<file path="src/rtl/cross_bar_pkg.sv">
// Shared constants and types for the cross_bar request/acknowledge crossbar.
package cross_bar_pkg;

  localparam int unsigned MASTER_N = 4;
  localparam int unsigned SLAVE_N  = 4;
  localparam int unsigned ADDR_W   = 32;
  localparam int unsigned DATA_W   = 32;
  localparam int unsigned MASTER_W = $clog2(MASTER_N);
  localparam int unsigned SLAVE_W  = $clog2(SLAVE_N);

  typedef logic [ADDR_W-1:0]   addr_t;
  typedef logic [DATA_W-1:0]   data_t;
  typedef logic [MASTER_W-1:0] midx_t;
  typedef logic [SLAVE_W-1:0]  sidx_t;

  typedef enum logic {
    S_IDLE = 1'b0,
    S_BUSY = 1'b1
  } port_state_e;

  // Slave select lives in the top address bits.
  function automatic sidx_t addr2slave(input addr_t a);
    return a[ADDR_W-1 -: SLAVE_W];
  endfunction

endpackage

</file>
<file path="src/rtl/cross_bar_if.sv">
// Request/acknowledge bus bundle; N lanes, one per master or per slave.
interface cross_bar_if
  import cross_bar_pkg::*;
#(
  parameter int unsigned N = 4
);

  logic  [N-1:0] req;
  addr_t [N-1:0] addr;
  logic  [N-1:0] cmd;
  data_t [N-1:0] wdata;
  logic  [N-1:0] ack;
  data_t [N-1:0] rdata;

  modport master (output req, addr, cmd, wdata, input  ack, rdata);
  modport slave  (input  req, addr, cmd, wdata, output ack, rdata);

endinterface

</file>
<file path="src/rtl/cross_bar_slave_port.sv">
// One slave port: eligibility, arbitration and IDLE/BUSY request FSM.
// CROSS_BAR_FIXED_PRIO_EN selects lowest-index-wins instead of round-robin.
module cross_bar_slave_port
  import cross_bar_pkg::*;
#(
  parameter int unsigned SLAVE_IDX = 0
) (
  input  logic                  clk,
  input  logic                  aresetn,
  input  logic  [MASTER_N-1:0]  req_i,
  input  sidx_t [MASTER_N-1:0]  tgt_i,
  input  logic  [MASTER_N-1:0]  block_i,
  input  addr_t [MASTER_N-1:0]  addr_i,
  input  logic  [MASTER_N-1:0]  cmd_i,
  input  data_t [MASTER_N-1:0]  wdata_i,
  input  logic                  slave_ack_i,
  input  data_t                 slave_rdata_i,
  output logic                  slave_req_o,
  output addr_t                 slave_addr_o,
  output logic                  slave_cmd_o,
  output data_t                 slave_wdata_o,
  output logic  [MASTER_N-1:0]  ack_o,
  output data_t                 rdata_o
);

  port_state_e         state_q, state_d;
  logic [MASTER_N-1:0] elig;
  logic                found;
  midx_t               win, cand;
  midx_t               owner_q, owner_d;
  addr_t               addr_q, addr_d;
  logic                cmd_q, cmd_d;
  data_t               wdata_q, wdata_d;
  logic [MASTER_N-1:0] ack_q, ack_d;
  data_t               rdata_q, rdata_d;
`ifndef CROSS_BAR_FIXED_PRIO_EN
  midx_t               ptr_q, ptr_d;
`endif

  always_comb begin
    elig = '0;
    for (int i = 0; i < MASTER_N; i++) begin
      elig[i] = req_i[i] & ~block_i[i] & (tgt_i[i] == SLAVE_W'(SLAVE_IDX));
    end
  end

  // Arbiter: scan from the priority origin, first eligible master wins.
  always_comb begin
    found = 1'b0;
    win   = '0;
    cand  = '0;
    for (int i = 0; i < MASTER_N; i++) begin
`ifdef CROSS_BAR_FIXED_PRIO_EN
      cand = MASTER_W'(i);
`else
      cand = MASTER_W'((32'(ptr_q) + 32'(i)) % MASTER_N);
`endif
      if (!found && elig[cand]) begin
        found = 1'b1;
        win   = cand;
      end
    end
  end

  always_ff @(posedge clk) begin
    if (aresetn) state_q <= S_IDLE;
    else         state_q <= state_d;
  end

  always_comb begin
    state_d = state_q;
    case (state_q)
      S_IDLE:  if (found)       state_d = S_BUSY;
      S_BUSY:  if (slave_ack_i) state_d = S_IDLE;
      default:                  state_d = S_IDLE;
    endcase
  end

  always_comb begin
    owner_d = owner_q;
    addr_d  = addr_q;
    cmd_d   = cmd_q;
    wdata_d = wdata_q;
    ack_d   = '0;
    rdata_d = rdata_q;
`ifndef CROSS_BAR_FIXED_PRIO_EN
    ptr_d   = ptr_q;
`endif
    if (state_q == S_IDLE && found) begin
      owner_d = win;
      addr_d  = addr_i[win];
      cmd_d   = cmd_i[win];
      wdata_d = wdata_i[win];
`ifndef CROSS_BAR_FIXED_PRIO_EN
      ptr_d   = MASTER_W'((32'(win) + 32'd1) % MASTER_N);
`endif
    end
    if (state_q == S_BUSY && slave_ack_i) begin
      ack_d[owner_q] = 1'b1;
      rdata_d        = slave_rdata_i;
    end
  end

  always_ff @(posedge clk) begin
    if (aresetn) begin
      owner_q <= '0;
      addr_q  <= '0;
      cmd_q   <= 1'b0;
      wdata_q <= '0;
      ack_q   <= '0;
      rdata_q <= '0;
`ifndef CROSS_BAR_FIXED_PRIO_EN
      ptr_q   <= '0;
`endif
    end else begin
      owner_q <= owner_d;
      addr_q  <= addr_d;
      cmd_q   <= cmd_d;
      wdata_q <= wdata_d;
      ack_q   <= ack_d;
      rdata_q <= rdata_d;
`ifndef CROSS_BAR_FIXED_PRIO_EN
      ptr_q   <= ptr_d;
`endif
    end
  end

  assign slave_req_o   = (state_q == S_BUSY);
  assign slave_addr_o  = addr_q;
  assign slave_cmd_o   = cmd_q;
  assign slave_wdata_o = wdata_q;
  assign ack_o         = ack_q;
  assign rdata_o       = rdata_q;

endmodule

</file>
<file path="src/rtl/cross_bar.sv">
// MASTER_N x SLAVE_N request/ack crossbar: decode, turnaround, response merge.
// Build with CROSS_BAR_FIXED_PRIO_EN for fixed-priority arbitration.
module cross_bar
  import cross_bar_pkg::*;
(
  input  logic          clk,
  input  logic          aresetn,
  cross_bar_if.slave    m_if,
  cross_bar_if.master   s_if
);

  sidx_t [MASTER_N-1:0]                tgt;
  logic  [MASTER_N-1:0]                tat_q, block;
  logic  [SLAVE_N-1:0][MASTER_N-1:0]   p_ack;
  data_t [SLAVE_N-1:0]                 p_rdata;
  logic  [SLAVE_N-1:0]                 s_req, s_cmd;
  addr_t [SLAVE_N-1:0]                 s_addr;
  data_t [SLAVE_N-1:0]                 s_wdata;
  logic  [MASTER_N-1:0]                m_ack;
  data_t [MASTER_N-1:0]                m_rdata;

  always_comb begin
    tgt = '0;
    for (int m = 0; m < MASTER_N; m++) tgt[m] = addr2slave(m_if.addr[m]);
  end

  // A master's req is ignored in its ack cycle and the cycle after.
  assign block = m_ack | tat_q;

  always_ff @(posedge clk) begin
    if (aresetn) tat_q <= '0;
    else         tat_q <= m_ack;
  end

  for (genvar s = 0; s < SLAVE_N; s++) begin : g_port
    cross_bar_slave_port #(.SLAVE_IDX(s)) u_port (
      .clk           (clk),
      .aresetn       (aresetn),
      .req_i         (m_if.req),
      .tgt_i         (tgt),
      .block_i       (block),
      .addr_i        (m_if.addr),
      .cmd_i         (m_if.cmd),
      .wdata_i       (m_if.wdata),
      .slave_ack_i   (s_if.ack[s]),
      .slave_rdata_i (s_if.rdata[s]),
      .slave_req_o   (s_req[s]),
      .slave_addr_o  (s_addr[s]),
      .slave_cmd_o   (s_cmd[s]),
      .slave_wdata_o (s_wdata[s]),
      .ack_o         (p_ack[s]),
      .rdata_o       (p_rdata[s])
    );
  end

  always_comb begin
    m_ack   = '0;
    m_rdata = '0;
    for (int s = 0; s < SLAVE_N; s++) begin
      for (int m = 0; m < MASTER_N; m++) begin
        if (p_ack[s][m]) begin
          m_ack[m]   = 1'b1;
          m_rdata[m] = m_rdata[m] | p_rdata[s];
        end
      end
    end
  end

  assign m_if.ack    = m_ack;
  assign m_if.rdata  = m_rdata;
  assign s_if.req    = s_req;
  assign s_if.addr   = s_addr;
  assign s_if.cmd    = s_cmd;
  assign s_if.wdata  = s_wdata;

endmodule

</file>
<file path="src/flat_wrapper.sv">
// flat-port wrapper written by rule: the top's interface ports become plain ports
module cross_bar_flat import cross_bar_pkg::*;
  (clk, aresetn, m_if_req, m_if_addr, m_if_cmd, m_if_wdata, m_if_ack, m_if_rdata, s_if_req, s_if_addr, s_if_cmd, s_if_wdata, s_if_ack, s_if_rdata);
  cross_bar_if #(.N(MASTER_N)) m_if_i ();
  cross_bar_if #(.N(SLAVE_N)) s_if_i ();
  input  logic clk;
  input  logic aresetn;
  input wire logic [$bits(m_if_i.req)-1:0] m_if_req;
  input wire logic [$bits(m_if_i.addr)-1:0] m_if_addr;
  input wire logic [$bits(m_if_i.cmd)-1:0] m_if_cmd;
  input wire logic [$bits(m_if_i.wdata)-1:0] m_if_wdata;
  output wire logic [$bits(m_if_i.ack)-1:0] m_if_ack;
  output wire logic [$bits(m_if_i.rdata)-1:0] m_if_rdata;
  output wire logic [$bits(s_if_i.req)-1:0] s_if_req;
  output wire logic [$bits(s_if_i.addr)-1:0] s_if_addr;
  output wire logic [$bits(s_if_i.cmd)-1:0] s_if_cmd;
  output wire logic [$bits(s_if_i.wdata)-1:0] s_if_wdata;
  input wire logic [$bits(s_if_i.ack)-1:0] s_if_ack;
  input wire logic [$bits(s_if_i.rdata)-1:0] s_if_rdata;
  assign m_if_i.req = m_if_req;
  assign m_if_i.addr = m_if_addr;
  assign m_if_i.cmd = m_if_cmd;
  assign m_if_i.wdata = m_if_wdata;
  assign m_if_ack = m_if_i.ack;
  assign m_if_rdata = m_if_i.rdata;
  assign s_if_req = s_if_i.req;
  assign s_if_addr = s_if_i.addr;
  assign s_if_cmd = s_if_i.cmd;
  assign s_if_wdata = s_if_i.wdata;
  assign s_if_i.ack = s_if_ack;
  assign s_if_i.rdata = s_if_rdata;
  cross_bar u_core (.clk(clk), .aresetn(aresetn), .m_if(m_if_i), .s_if(s_if_i));
endmodule
</file>
<file path="config.mk">
export PLATFORM = sky130hd
export DESIGN_NAME = cross_bar_flat
export DESIGN_NICKNAME = d
export VERILOG_FILES = /design/src/rtl/cross_bar_pkg.sv /design/src/rtl/cross_bar_if.sv /design/src/rtl/cross_bar_slave_port.sv /design/src/rtl/cross_bar.sv /design/src/flat_wrapper.sv
export SDC_FILE = /design/constraint.sdc
export NUM_CORES = 1
export LEC_CHECK = 0
export CAP_MARGIN = 20
export CORE_AREA = 3 3 309 311
export CTS_BUF_LIST = sky130_fd_sc_hd__clkbuf_8
export CTS_CLUSTER_DIAMETER = 50
export DETAILED_ROUTE_END_ITERATION = 10
export DIE_AREA = 0 0 312 314
export GPL_TIMING_DRIVEN = 0
export PLACE_DENSITY = 0.48
export SYNTH_ARGS = -nofsm -noshare
export SYNTH_HDL_FRONTEND = slang
export SYNTH_SLANG_ARGS = --single-unit
export TNS_END_PERCENT = 5
</file>
<file path="constraint.sdc">
create_clock -name clk -period 3.4 [get_ports clk]
set_clock_uncertainty 0.2 [all_clocks]
set_input_delay 0.85 -clock clk [delete_from_list [all_inputs] [get_ports clk]]
set_output_delay 0.85 -clock clk [all_outputs]
set_load 0.01 [all_outputs]
</file>
Yosys cells after proc, flatten, opt, wreduce, memory -nomap -nowiden
Index checks and enable logic that the tools add are counted.
{"block": "classes", "reduce_logical": 44, "muxes": 140, "n_eq_ne": 12, "order_cmp": 28, "addsub": 16, "bitwise": 45}
{"op": "32-bit 2-to-1 mux", "n": 24}
{"op": "32-bit binary-select mux with 2-bit select", "n": 8}
{"op": "32-bit bitwise OR", "n": 12}
{"op": "2-bit by 3-bit less-than comparator with 1-bit output, second input constant", "n": 24}
{"op": "1-bit 2-to-1 mux", "n": 64}
{"op": "1-bit binary-select mux with 2-bit select", "n": 20}
{"op": "2-bit 2-to-1 mux", "n": 16}
{"op": "1-bit logical AND", "n": 24}
{"op": "1-bit bitwise AND", "n": 20}
{"op": "2-bit by 1-bit adder with 2-bit output, second input constant", "n": 8}
{"op": "2-bit adder, second input constant", "n": 8}
{"op": "2-bit == test, second input constant", "n": 8}
{"op": "1-bit zero test", "n": 12}
{"op": "1-bit NOT", "n": 12}
{"op": "1-bit demux with 2-bit select", "n": 4}
{"op": "2-bit by 1-bit == test with 1-bit output, second input constant", "n": 4}
{"op": "2-bit by 1-bit >= comparator with 1-bit output, second input constant", "n": 4}
{"op": "2-bit zero test", "n": 4}
{"op": "1-bit case mux with 2 select lines", "n": 4}
{"op": "2-bit OR reduction", "n": 4}
{"op": "4-bit bitwise OR", "n": 1}
{"block": "word_totals", "inputBits": 398, "elab_cells": 318, "reg_bits": 428}

Longest topological paths before layout
Gate-level depths: netlist of run 1.
{"block": "logic_depth", "ltp_word": 22, "depth_mapped": 13, "ltp_nobuf": 7}

By module
From an unflattened synthesis of run 1, not the netlist that was laid out.
{"block": "hier_totals", "hier_cells": 2421, "hier_area_um2": 24498.5}
{"module": "cross_bar_slave_port (u_core.g_port[1].u_port ...)", "area_each_um2": 5393.9, "n_inst": 2, "seq_area_each_um2": 2122.0, "cells_each": 487}
{"module": "cross_bar_slave_port (u_core.g_port[3].u_port)", "area_each_um2": 5413.9, "n_inst": 1, "seq_area_each_um2": 2122.0, "cells_each": 489}
{"module": "cross_bar_slave_port (u_core.g_port[0].u_port)", "area_each_um2": 5081.1, "n_inst": 1, "seq_area_each_um2": 2122.0, "cells_each": 490}
{"module": "cross_bar", "area_each_um2": 3215.6, "n_inst": 1, "seq_area_each_um2": 80.1, "cells_each": 468}

Worst setup path after synthesis of run 1
OpenSTA, ideal clock, no wires.
{"block": "synth_timing", "path_type": "input to register", "startpoint": "input m_if_addr[94]", "endpoint": "register u_core.g_port[0].u_port.addr_q[21]", "setup_slack_ns": 0.296, "arrival_time_ns": 2.819, "path_buffers": 1, "path_stages": 6, "cell_sequence": "nor4b_1 nand2_1 o31ai_1 clkbuf_1 a22oi_1 a211oi_1"}
{"block": "synth_via", "elab_chain_cells": 16, "word_cells_on_any_way": 27, "cone_classes": "18 x mux; 1 x bitwise; 8 x reduce/logical"}
{"item": "start, declared", "line": "flat_wrapper.sv:9", "text": "input wire logic [$bits(m_if_i.addr)-1:0] m_if_addr;"}
{"item": "2-bit zero test (*)", "line": "cross_bar_slave_port.sv:43", "text": "elig[i] = req_i[i] & ~block_i[i] & (tgt_i[i] == SLAVE_W'(SLAVE_IDX));"}
{"item": "1-bit bitwise AND (*)", "line": "cross_bar_slave_port.sv:43"}
{"item": "1-bit binary-select mux with 2-bit select", "line": "cross_bar_slave_port.sv:58", "text": "if (!found && elig[cand]) begin"}
{"item": "1-bit 2-to-1 mux (not written as such)", "line": "cross_bar_slave_port.sv:58"}
{"item": "1-bit 2-to-1 mux", "line": "cross_bar_slave_port.sv:58"}
{"item": "1-bit zero test", "line": "cross_bar_slave_port.sv:58"}
{"item": "1-bit logical AND", "line": "cross_bar_slave_port.sv:58"}
{"item": "1-bit 2-to-1 mux", "line": "cross_bar_slave_port.sv:58"}
{"item": "1-bit zero test", "line": "cross_bar_slave_port.sv:58"}
{"item": "1-bit logical AND", "line": "cross_bar_slave_port.sv:58"}
{"item": "1-bit 2-to-1 mux", "line": "cross_bar_slave_port.sv:58"}
{"item": "1-bit zero test", "line": "cross_bar_slave_port.sv:58"}
{"item": "1-bit logical AND", "line": "cross_bar_slave_port.sv:58"}
{"item": "2-bit 2-to-1 mux", "line": "cross_bar_slave_port.sv:58"}
{"item": "32-bit binary-select mux with 2-bit select", "line": "cross_bar_slave_port.sv:91", "text": "addr_d = addr_i[win];"}
{"item": "32-bit 2-to-1 mux (not written as such)", "line": "cross_bar_slave_port.sv:91"}
{"item": "end signal, assigned", "line": "cross_bar_slave_port.sv:117", "text": "addr_q <= addr_d;"}
{"item": "end, declared", "line": "cross_bar_slave_port.sv:31", "text": "addr_t addr_q, addr_d;"}
Every way passes the cells marked *; elsewhere a longest branch is shown, timed or not. The select of a mux whose other input is x is not followed.
A chain may end at the register's enable or synchronous reset.

Final worst setup path of run 1
{"block": "layout_timing", "startpoint": "input m_if_req[0]", "endpoint": "register u_core.g_port[2].u_port.addr_q[24]"}
{"block": "layout_via", "elab_chain_cells": 16, "word_cells_on_any_way": 27, "cone_classes": "18 x mux; 2 x bitwise; 7 x reduce/logical"}
{"item": "start, declared", "line": "flat_wrapper.sv:8", "text": "input wire logic [$bits(m_if_i.req)-1:0] m_if_req;"}
{"item": "1-bit bitwise AND (*) (2 in a row)", "line": "cross_bar_slave_port.sv:43"}
{"item": "1-bit binary-select mux with 2-bit select", "line": "cross_bar_slave_port.sv:58"}
{"item": "1-bit 2-to-1 mux (not written as such)", "line": "cross_bar_slave_port.sv:58"}
{"item": "1-bit 2-to-1 mux", "line": "cross_bar_slave_port.sv:58"}
{"item": "1-bit zero test", "line": "cross_bar_slave_port.sv:58"}
{"item": "1-bit logical AND", "line": "cross_bar_slave_port.sv:58"}
{"item": "1-bit 2-to-1 mux", "line": "cross_bar_slave_port.sv:58"}
{"item": "1-bit zero test", "line": "cross_bar_slave_port.sv:58"}
{"item": "1-bit logical AND", "line": "cross_bar_slave_port.sv:58"}
{"item": "1-bit 2-to-1 mux", "line": "cross_bar_slave_port.sv:58"}
{"item": "1-bit zero test", "line": "cross_bar_slave_port.sv:58"}
{"item": "1-bit logical AND", "line": "cross_bar_slave_port.sv:58"}
{"item": "2-bit 2-to-1 mux", "line": "cross_bar_slave_port.sv:58"}
{"item": "32-bit binary-select mux with 2-bit select", "line": "cross_bar_slave_port.sv:91"}
{"item": "32-bit 2-to-1 mux (not written as such)", "line": "cross_bar_slave_port.sv:91"}
{"item": "end signal, assigned", "line": "cross_bar_slave_port.sv:117"}
{"item": "end, declared", "line": "cross_bar_slave_port.sv:31"}
Marks and branches as above.

==> flow_summary.json, run 1 <==
{
  "synthesis.area_um2": 24700,
  "critical_path_class": "in -> reg",
  "buffer_ports.inserted": 793,
  "io-pin-count": 794,
  "cts.root.buffer_cell": "sky130_fd_sc_hd__clkbuf_8",
  "timing.critical_path.to_type": "register",
  "timing.critical_path.fanout_max": 10,
  "run_status": "finished, final reports clean",
  "std_cell_rows": 112,
  "synth_nets": 3210,
  "clk_pin_slew_worst_paths_ps": 60,
  "number_of_antenna_violations_at_the_first_check_in_global_routing": 37,
  "totalWireLength_um": 159700,
  "detailroute.via_count": 29460,
  "setup-violations-final": 0,
  "pre_cts_slack_ps": -1556,
  "detailedPlacementHpwl_um": 122300,
  "ctsLongestPathBuffers": 3,
  "synth.yosys.warnings": 0,
  "syn_avg_cell_area_um2": 8.785,
  "leakagePower_uw": 0.01439,
  "finalCriticalPeriod_ps": 3393,
  "max-vdd-ir-drop_v": 0.0002599,
  "synth.yosys.seq_area_share_pct": 34.69,
  "max_slew.worst_pin.slew_ps": 912.8,
  "clock_latency_late_sink_ps": 750,
  "grt_start_max_net_pins": 14,
  "synth.lib_cells_used.distinct": 59,
  "cell_count_post_placement": 4869,
  "postSynthCellCount": 2812,
  "drv_cap": 0,
  "reg2reg_slack_ps": 50,
  "gr_util_met2_pct": 50.96,
  "die-height_um": 314,
  "ys_async_sr_fraction_pct": 0,
  "tritoncts": "done",
  "critical_path.startpoint_type": "input pin",
  "area_of_the_multi_input_gates_um2": 14650,
  "die_w_um": 312,
  "drt-vias-per-instance": 5.796,
  "cp_data_required_time_ps": 3850,
  "grt_use_met1_pct": 37.97,
  "place.gp.congestion": 0.9000,
  "drt_first_iter_violations": 2781,
  "worstHoldPathType": "reg -> reg",
  "fin_ws_ps": 6.990,
  "timing.final.crit_share_pct": 99.79,
  "detail_route.drc_violations": 0,
  "powerDensity_nw_per_um2": 451.0,
  "number_of_buffers_inserted_during_clock_tree_synthesis": 94,
  "avgRoutedWirePerCell_um": 31.42,
  "std_cell_core_area_um2": 93050,
  "drtPass1Iterations": 6,
  "cp.arrival_ps": 3840,
  "final.hold.worst_slack_ps": 223.8,
  "ys.flop_type": "sky130_fd_sc_hd__dfxtp_1",
  "grt_overflow": 0,
  "grt_setup_unrepaired": "yes",
  "ys_ff_latch": 428,
  "timing_max_transition_violations_final": 0,
  "clock_sink_count": 428,
  "grt_pass1_vias": 28632,
  "grt.met3_usage_pct": 9.124,
  "stdcell_count": 5083,
  "timing.max_slew.rel_slack_pct": 39.15,
  "final_layout_size_suffix_gt1_share_pct": 13.22,
  "timing.final.hold_violations": 0,
  "final_nets": 4137,
  "dieArea_um2": 97970,
  "global_route.peak_usage_layer": "met2",
  "cts_max_level": 3,
  "antenna_left": 0,
  "area_growth_pct": 53.72,
  "grt_first_pass_wirelength_um": 220800,
  "count_of_flip_flops_with_a_built_in_enable_after_synthesis": 0,
  "nFillCells": 9599,
  "grtUsageTotal_pct": 30.83,
  "initial_utilization_pct": 26.55,
  "maxClockFrequency_ghz": 0.2947,
  "layout.area.seq_um2": 8612
}
==> through the flow <==
| stage | area (um2) | util, % | setup TNS [ps] | total power, uW |
|---|---|---|---|---|
| global route | 37960 | 40.80 | -876.0 | 17730 |
| global placement | 34210 | 36.76 | -547100 | 10210 |
| finish | 37970 | 40.81 | 0 | 17130 |
| floorplan | 24700 | - | 0 | 7723 |
| CTS | 37300 | 40.08 | -837.5 | 17070 |
| detailed placement | 34410 | 36.98 | -411520 | 10230 |
==> layout make-up <==
| cell class | count | share of cell area [%] |
|---|---|---|
| Multi-Input combinational cell | 1910 | 38.57 |
| Sequential cell | 428 | 22.68 |
| Timing Repair Buffer | 851 | 22.48 |
| Buffer | 315 | 5.005 |
| Clock buffer | 118 | 4.277 |
| Tap cell | 1254 | 4.132 |
| Clock inverter | 52 | 1.377 |
| Inverter | 139 | 1.374 |
| Antenna cell | 16 | 0.1054 |
==> layer usage <==
layer | wire length, um | vias to the layer above
li1 | - | 12944
met1 | 64470 | 14584
met2 | 74280 | 1582
met3 | 14380 | 308
met4 | 6293 | 42
met5 | 276 | -
==> kinds of logic after synthesis <==
group	count (synthesis)	synth area share [%]
xor gates and xnor gates	3	0.1064
and+or+nand+nor	584	12.54
buffers and inverters	474	7.851
muxes	256	10.38
AOI/OAI and AO/OA	1067	34.44
DFF	428	34.69
==> synthesized netlist by cell type, drive strengths merged (2+ instances only) <==
master	instances	share of area, %
nor3	5	0.10
nand4	8	0.20
clkbuf	282	4.3
a22o	129	4.6
nand2b	4	0.10
o21ai	6	0.12
and4b	3	0.12
xor2	2	0.071
and4	128	4.5
nand2	277	4.2
a22oi	319	9.7
a41oi	4	0.20
nor4bb	2	0.081
nand3	7	0.14
o211ai	190	6.8
nand4b	7	0.25
buf	53	1.5
nor4	12	0.49
nor2	107	1.6
a222oi	2	0.081
mux2i	255	10
dfxtp	428	35
o21a	3	0.091
and3	5	0.13
nor4b	4	0.14
a221oi	68	2.4
and2	2	0.051
inv	138	2.1
a211oi	69	2.1
a21oi	10	0.20
a31oi	128	3.2
o221ai	129	4.6
nor2b	6	0.15
nor3b	4	0.12
==> worst max-delay path, cell delays in order <==
cell	delay [ps]
sky130_fd_sc_hd__clkdlybuf4s50_1	510
sky130_fd_sc_hd__nor2b_1	260
sky130_fd_sc_hd__and4b_1	240
sky130_fd_sc_hd__clkbuf_1	240
sky130_fd_sc_hd__a221oi_1	150
sky130_fd_sc_hd__o21ai_2	340
sky130_fd_sc_hd__clkbuf_4	380
sky130_fd_sc_hd__clkbuf_1	480
sky130_fd_sc_hd__o211ai_1	260
sky130_fd_sc_hd__o221ai_1	130
==> worst paths after layout <==
path,start,endpoint,cells past startpoint
max reg2reg,u_core.g_port[2].u_port.ack_o[3],u_core.g_port[2].u_port.slave_addr_o[22],11
min reg2reg,u_core.g_port[2].u_port.owner_q[0],u_core.g_port[2].u_port.ack_o[2],1
min,u_core.g_port[2].u_port.owner_q[0],u_core.g_port[2].u_port.ack_o[2],1
max,m_if_req[0],u_core.g_port[2].u_port.slave_addr_o[24],10
==> repair_timing <==
item                       in CTS  in global routing
pin swaps                      10                  7
setup buffers                  26                 19
hold buffers                    0                  0
setup endpoints to repair     412                343
resized for setup             250                158
cloned                          0                  3
==> sequential cells by signal (all words and copies together), names as in the netlist <==
register / count
u_core.g_port.u_port.slave_addr_o: 128
u_core.g_port.u_port.owner_q: 8
u_core.g_port.u_port.ptr_q: 8
u_core.g_port.u_port.slave_cmd_o: 4
u_core.g_port.u_port.slave_req_o: 4
u_core.tat_q: 4
u_core.g_port.u_port.slave_wdata_o: 128
u_core.g_port.u_port.rdata_o: 128
u_core.g_port.u_port.ack_o: 16
==> where the power goes <==
group | internal [uW] | switching, uW | leakage (uW)
registers | 5480 | 395 | 0.00351
logic | 2060 | 2490 | 0.00970
clock network | 3900 | 2810 | 0.00117
==> layout by cell type, fill, tap and decap left out, types with 7 or more instances in the layout <==
master and count:
sky130_fd_sc_hd__a211oi_1 69, sky130_fd_sc_hd__o221ai_1 129, sky130_fd_sc_hd__and4_1 128, sky130_fd_sc_hd__clkbuf_2 63, sky130_fd_sc_hd__a21oi_1 10, sky130_fd_sc_hd__nor2_1 104
sky130_fd_sc_hd__diode_2 16, sky130_fd_sc_hd__clkbuf_4 17, sky130_fd_sc_hd__buf_6 20, sky130_fd_sc_hd__mux2i_1 226, sky130_fd_sc_hd__buf_12 10, sky130_fd_sc_hd__clkdlybuf4s50_1 781
sky130_fd_sc_hd__a22oi_1 319, sky130_fd_sc_hd__dlymetal6s2s_1 7, sky130_fd_sc_hd__nand2_1 275, sky130_fd_sc_hd__clkinv_2 7, sky130_fd_sc_hd__nand4b_1 7, sky130_fd_sc_hd__dfxtp_4 10
sky130_fd_sc_hd__clkbuf_8 125, sky130_fd_sc_hd__inv_1 161, sky130_fd_sc_hd__dfxtp_1 413, sky130_fd_sc_hd__nor4_1 7, sky130_fd_sc_hd__mux2i_2 18, sky130_fd_sc_hd__o211ai_2 49
sky130_fd_sc_hd__o211ai_1 141, sky130_fd_sc_hd__a221oi_1 65, sky130_fd_sc_hd__a31oi_1 127, sky130_fd_sc_hd__clkbuf_1 141, sky130_fd_sc_hd__mux2i_4 11, sky130_fd_sc_hd__bufinv_16 10
sky130_fd_sc_hd__a22o_1 129, sky130_fd_sc_hd__nand4_1 8, sky130_fd_sc_hd__buf_8 9, sky130_fd_sc_hd__buf_4 91
No activity file was read; power rests on OpenSTA's default activity.
==> inputs of run 2 (changes only) <==
SLEW_MARGIN = 20   (was unset)
==> run 2 against run 1 <==
Compared with the run above: the flow now finishes with violations (negative setup slack); cell count is 0.33% lower; sequential power hardly changed; via count is 0.51% lower; wire length is 0.17% lower; critical path type unchanged; largest cell class unchanged; largest power group unchanged.
==> flow_summary.json, run 2 (synthesized netlist as in run 1, its figures left out) <==
{
  "run_status": "finished, violations left",
  "failed_checks": "negative setup slack",
  "grt_start_max_net_pins": 14,
  "drt_first_iter_violations": 2914,
  "highest-signal-layer": "met5",
  "max_slew.worst_pin.slew_ps": 1009,
  "detail_route.drc_violations": 0,
  "timing.final.hold_violations": 0,
  "dieArea_um2": 97970,
  "stdcell_count": 5066,
  "leakagePower_uw": 0.01415,
  "final_nets": 4122,
  "totalWireLength_um": 159400,
  "critical_path_cell_count": 6,
  "cpLargestDelayFamily": "buffers and inverters",
  "drv_cap": 0,
  "timing.critical_path.to_type": "register",
  "cell_count_post_placement": 4867,
  "number_of_buffers_inserted_during_clock_tree_synthesis": 96,
  "buffer_ports.inserted": 793,
  "cp.buffers_inverters": 5,
  "timing.final.crit_share_pct": 101.6,
  "critical_path_class": "in -> reg",
  "cp.arrival_ps": 3830,
  "clock_latency_late_sink_ps": 750,
  "timing.max_slew.rel_slack_pct": 32.72,
  "final.hold.worst_slack_ps": 231.2,
  "routed-wl-met2_um": 74240,
  "clock_sink_count": 428,
  "layout_commonest_cell": "sky130_fd_sc_hd__clkdlybuf4s50_1",
  "drtPass1Iterations": 6,
  "grt_first_pass_wirelength_um": 221600,
  "antenna_left": 0,
  "fin_ws_ps": -52.84,
  "clk_pin_slew_worst_paths_ps": 60,
  "cts_max_level": 3,
  "nFillCells": 9682,
  "maxClockFrequency_ghz": 0.2896,
  "detailedPlacementHpwl_um": 121900,
  "ctsLongestPathBuffers": 3,
  "powerDensity_nw_per_um2": 451.5,
  "reg2reg_slack_ps": 50,
  "slowest_stage": "sky130_fd_sc_hd__clkbuf_1",
  "cts_hold_buffers": 0,
  "io-pin-count": 794,
  "number_of_antenna_violations_at_the_first_check_in_global_routing": 36,
  "cts.root.buffer_cell": "sky130_fd_sc_hd__clkbuf_8",
  "final_layout_size_suffix_gt1_share_pct": 12.58,
  "tritoncts": "done",
  "place.gp.congestion": 0.9000,
  "worst_setup_path_endpoint": "u_core.g_port[0].u_port.slave_addr_o[3]",
  "setup.worst_path.start": "aresetn",
  "detailroute.via_count": 29311,
  "critical_path.most_common_cell": "sky130_fd_sc_hd__clkbuf_1",
  "setup-violations-final": 10,
  "max-vdd-ir-drop_v": 0.0002363,
  "area_growth_pct": 52.14,
  "std_cell_rows": 112,
  "critical_path.startpoint_type": "input pin",
  "grt_overflow": 0,
  "worstHoldPathType": "reg -> reg",
  "r2r_end": "u_core.g_port[3].u_port.slave_addr_o[12]",
  "worst-r2r-cell-count": 8,
  "avgRoutedWirePerCell_um": 31.47,
  "drt-vias-per-instance": 5.786,
  "std_cell_core_area_um2": 93050,
  "grt_setup_unrepaired": "yes",
  "grt_pass1_vias": 28639,
  "met3_length_um": 14070,
  "m1WireLength_um": 64680,
  "rr_startpoint": "u_core.g_port[3].u_port.ack_o[2]",
  "die_w_um": 312,
  "commonest_cells_after_routing_fill_and_taps_aside": "sky130_fd_sc_hd__clkdlybuf4s50_1, sky130_fd_sc_hd__dfxtp_1, sky130_fd_sc_hd__a22oi_1",
  "initial_utilization_pct": 26.55,
  "finalCriticalPeriod_ps": 3453,
  "crit_path_max_incr_delay_ps": 750,
  "crit_chain": "clkdlybuf4s50_1 -> clkbuf_1 -> clkbuf_2 -> buf_1 -> clkbuf_1 -> a211oi_1",
  "grtUsageTotal_pct": 30.89,
  "die-height_um": 314,
  "cp_data_required_time_ps": 3780,
  "timing_max_transition_violations_final": 0,
  "timing.critical_path.fanout_max": 10
}
run 2: final cells by class:
class / count / area (um2) / share of cell area, %
diodes: 20 / 50.05 / 0.1332
plain buffers: 315 / 1844 / 4.907
clock buffers: 116 / 1597 / 4.248
clock inverters: 50 / 508.0 / 1.352
inverters: 139 / 521.8 / 1.388
multi-input cells: 1910 / 14530 / 38.66
flip-flops and latches: 428 / 8602 / 22.89
well taps: 1254 / 1569 / 4.175
repair buffers: 834 / 8362 / 22.25
run 2: worst min path at each step:
stage | from | to | cells after the start
floorplan | u_core.g_port[2].u_port.owner_q[0] | u_core.g_port[2].u_port.ack_o[2] | 1
global placement | u_core.g_port[2].u_port.slave_addr_o[30] | u_core.g_port[2].u_port.slave_addr_o[30] | 2
detailed placement | u_core.g_port[3].u_port.owner_q[0] | u_core.g_port[3].u_port.ack_o[2] | 1
CTS | u_core.g_port[2].u_port.owner_q[0] | u_core.g_port[2].u_port.ack_o[2] | 1
global route | u_core.g_port[2].u_port.owner_q[0] | u_core.g_port[2].u_port.ack_o[2] | 1
finish | u_core.g_port[2].u_port.owner_q[0] | u_core.g_port[2].u_port.ack_o[2] | 1
run 2: per-layer routing:
metal / vias up / GRT usage, %
li1: 12910 / -
met5: - / 0
met4: 40 / 10.91
met1: 14536 / 38.28
met2: 1539 / 51.11
met3: 286 / 8.920
run 2: power by group:
group / total, uW / switching [uW] / internal, uW
Sequential: 5880 / 394 / 5480
Clock: 6620 / 2780 / 3840
Combinational: 4470 / 2470 / 2000
run 2: stage by stage:
step           area (um2)  util, %  TNS, ps  total power, uW  setup slack [ps]
6_report            37580    40.39   -304.0            16970            -52.84
5_1_grt             37560    40.37    -1017            17570            -62.73
4_1_cts             37190    39.97   -231.1            16950            -29.18
3_5_place_dp        34390    36.96  -399800            10230             -1480
3_3_place_gp        34210    36.76  -547100            10210             -2701
2_1_floorplan       24700        -        0             7723             295.8
run 2: repair_timing:
action                                  CTS  global route
pin swaps                                 9             5
cloned                                    0             3
buffers inserted                         22             8
gates resized for setup                 239           119
endpoints found under the setup margin  409           305
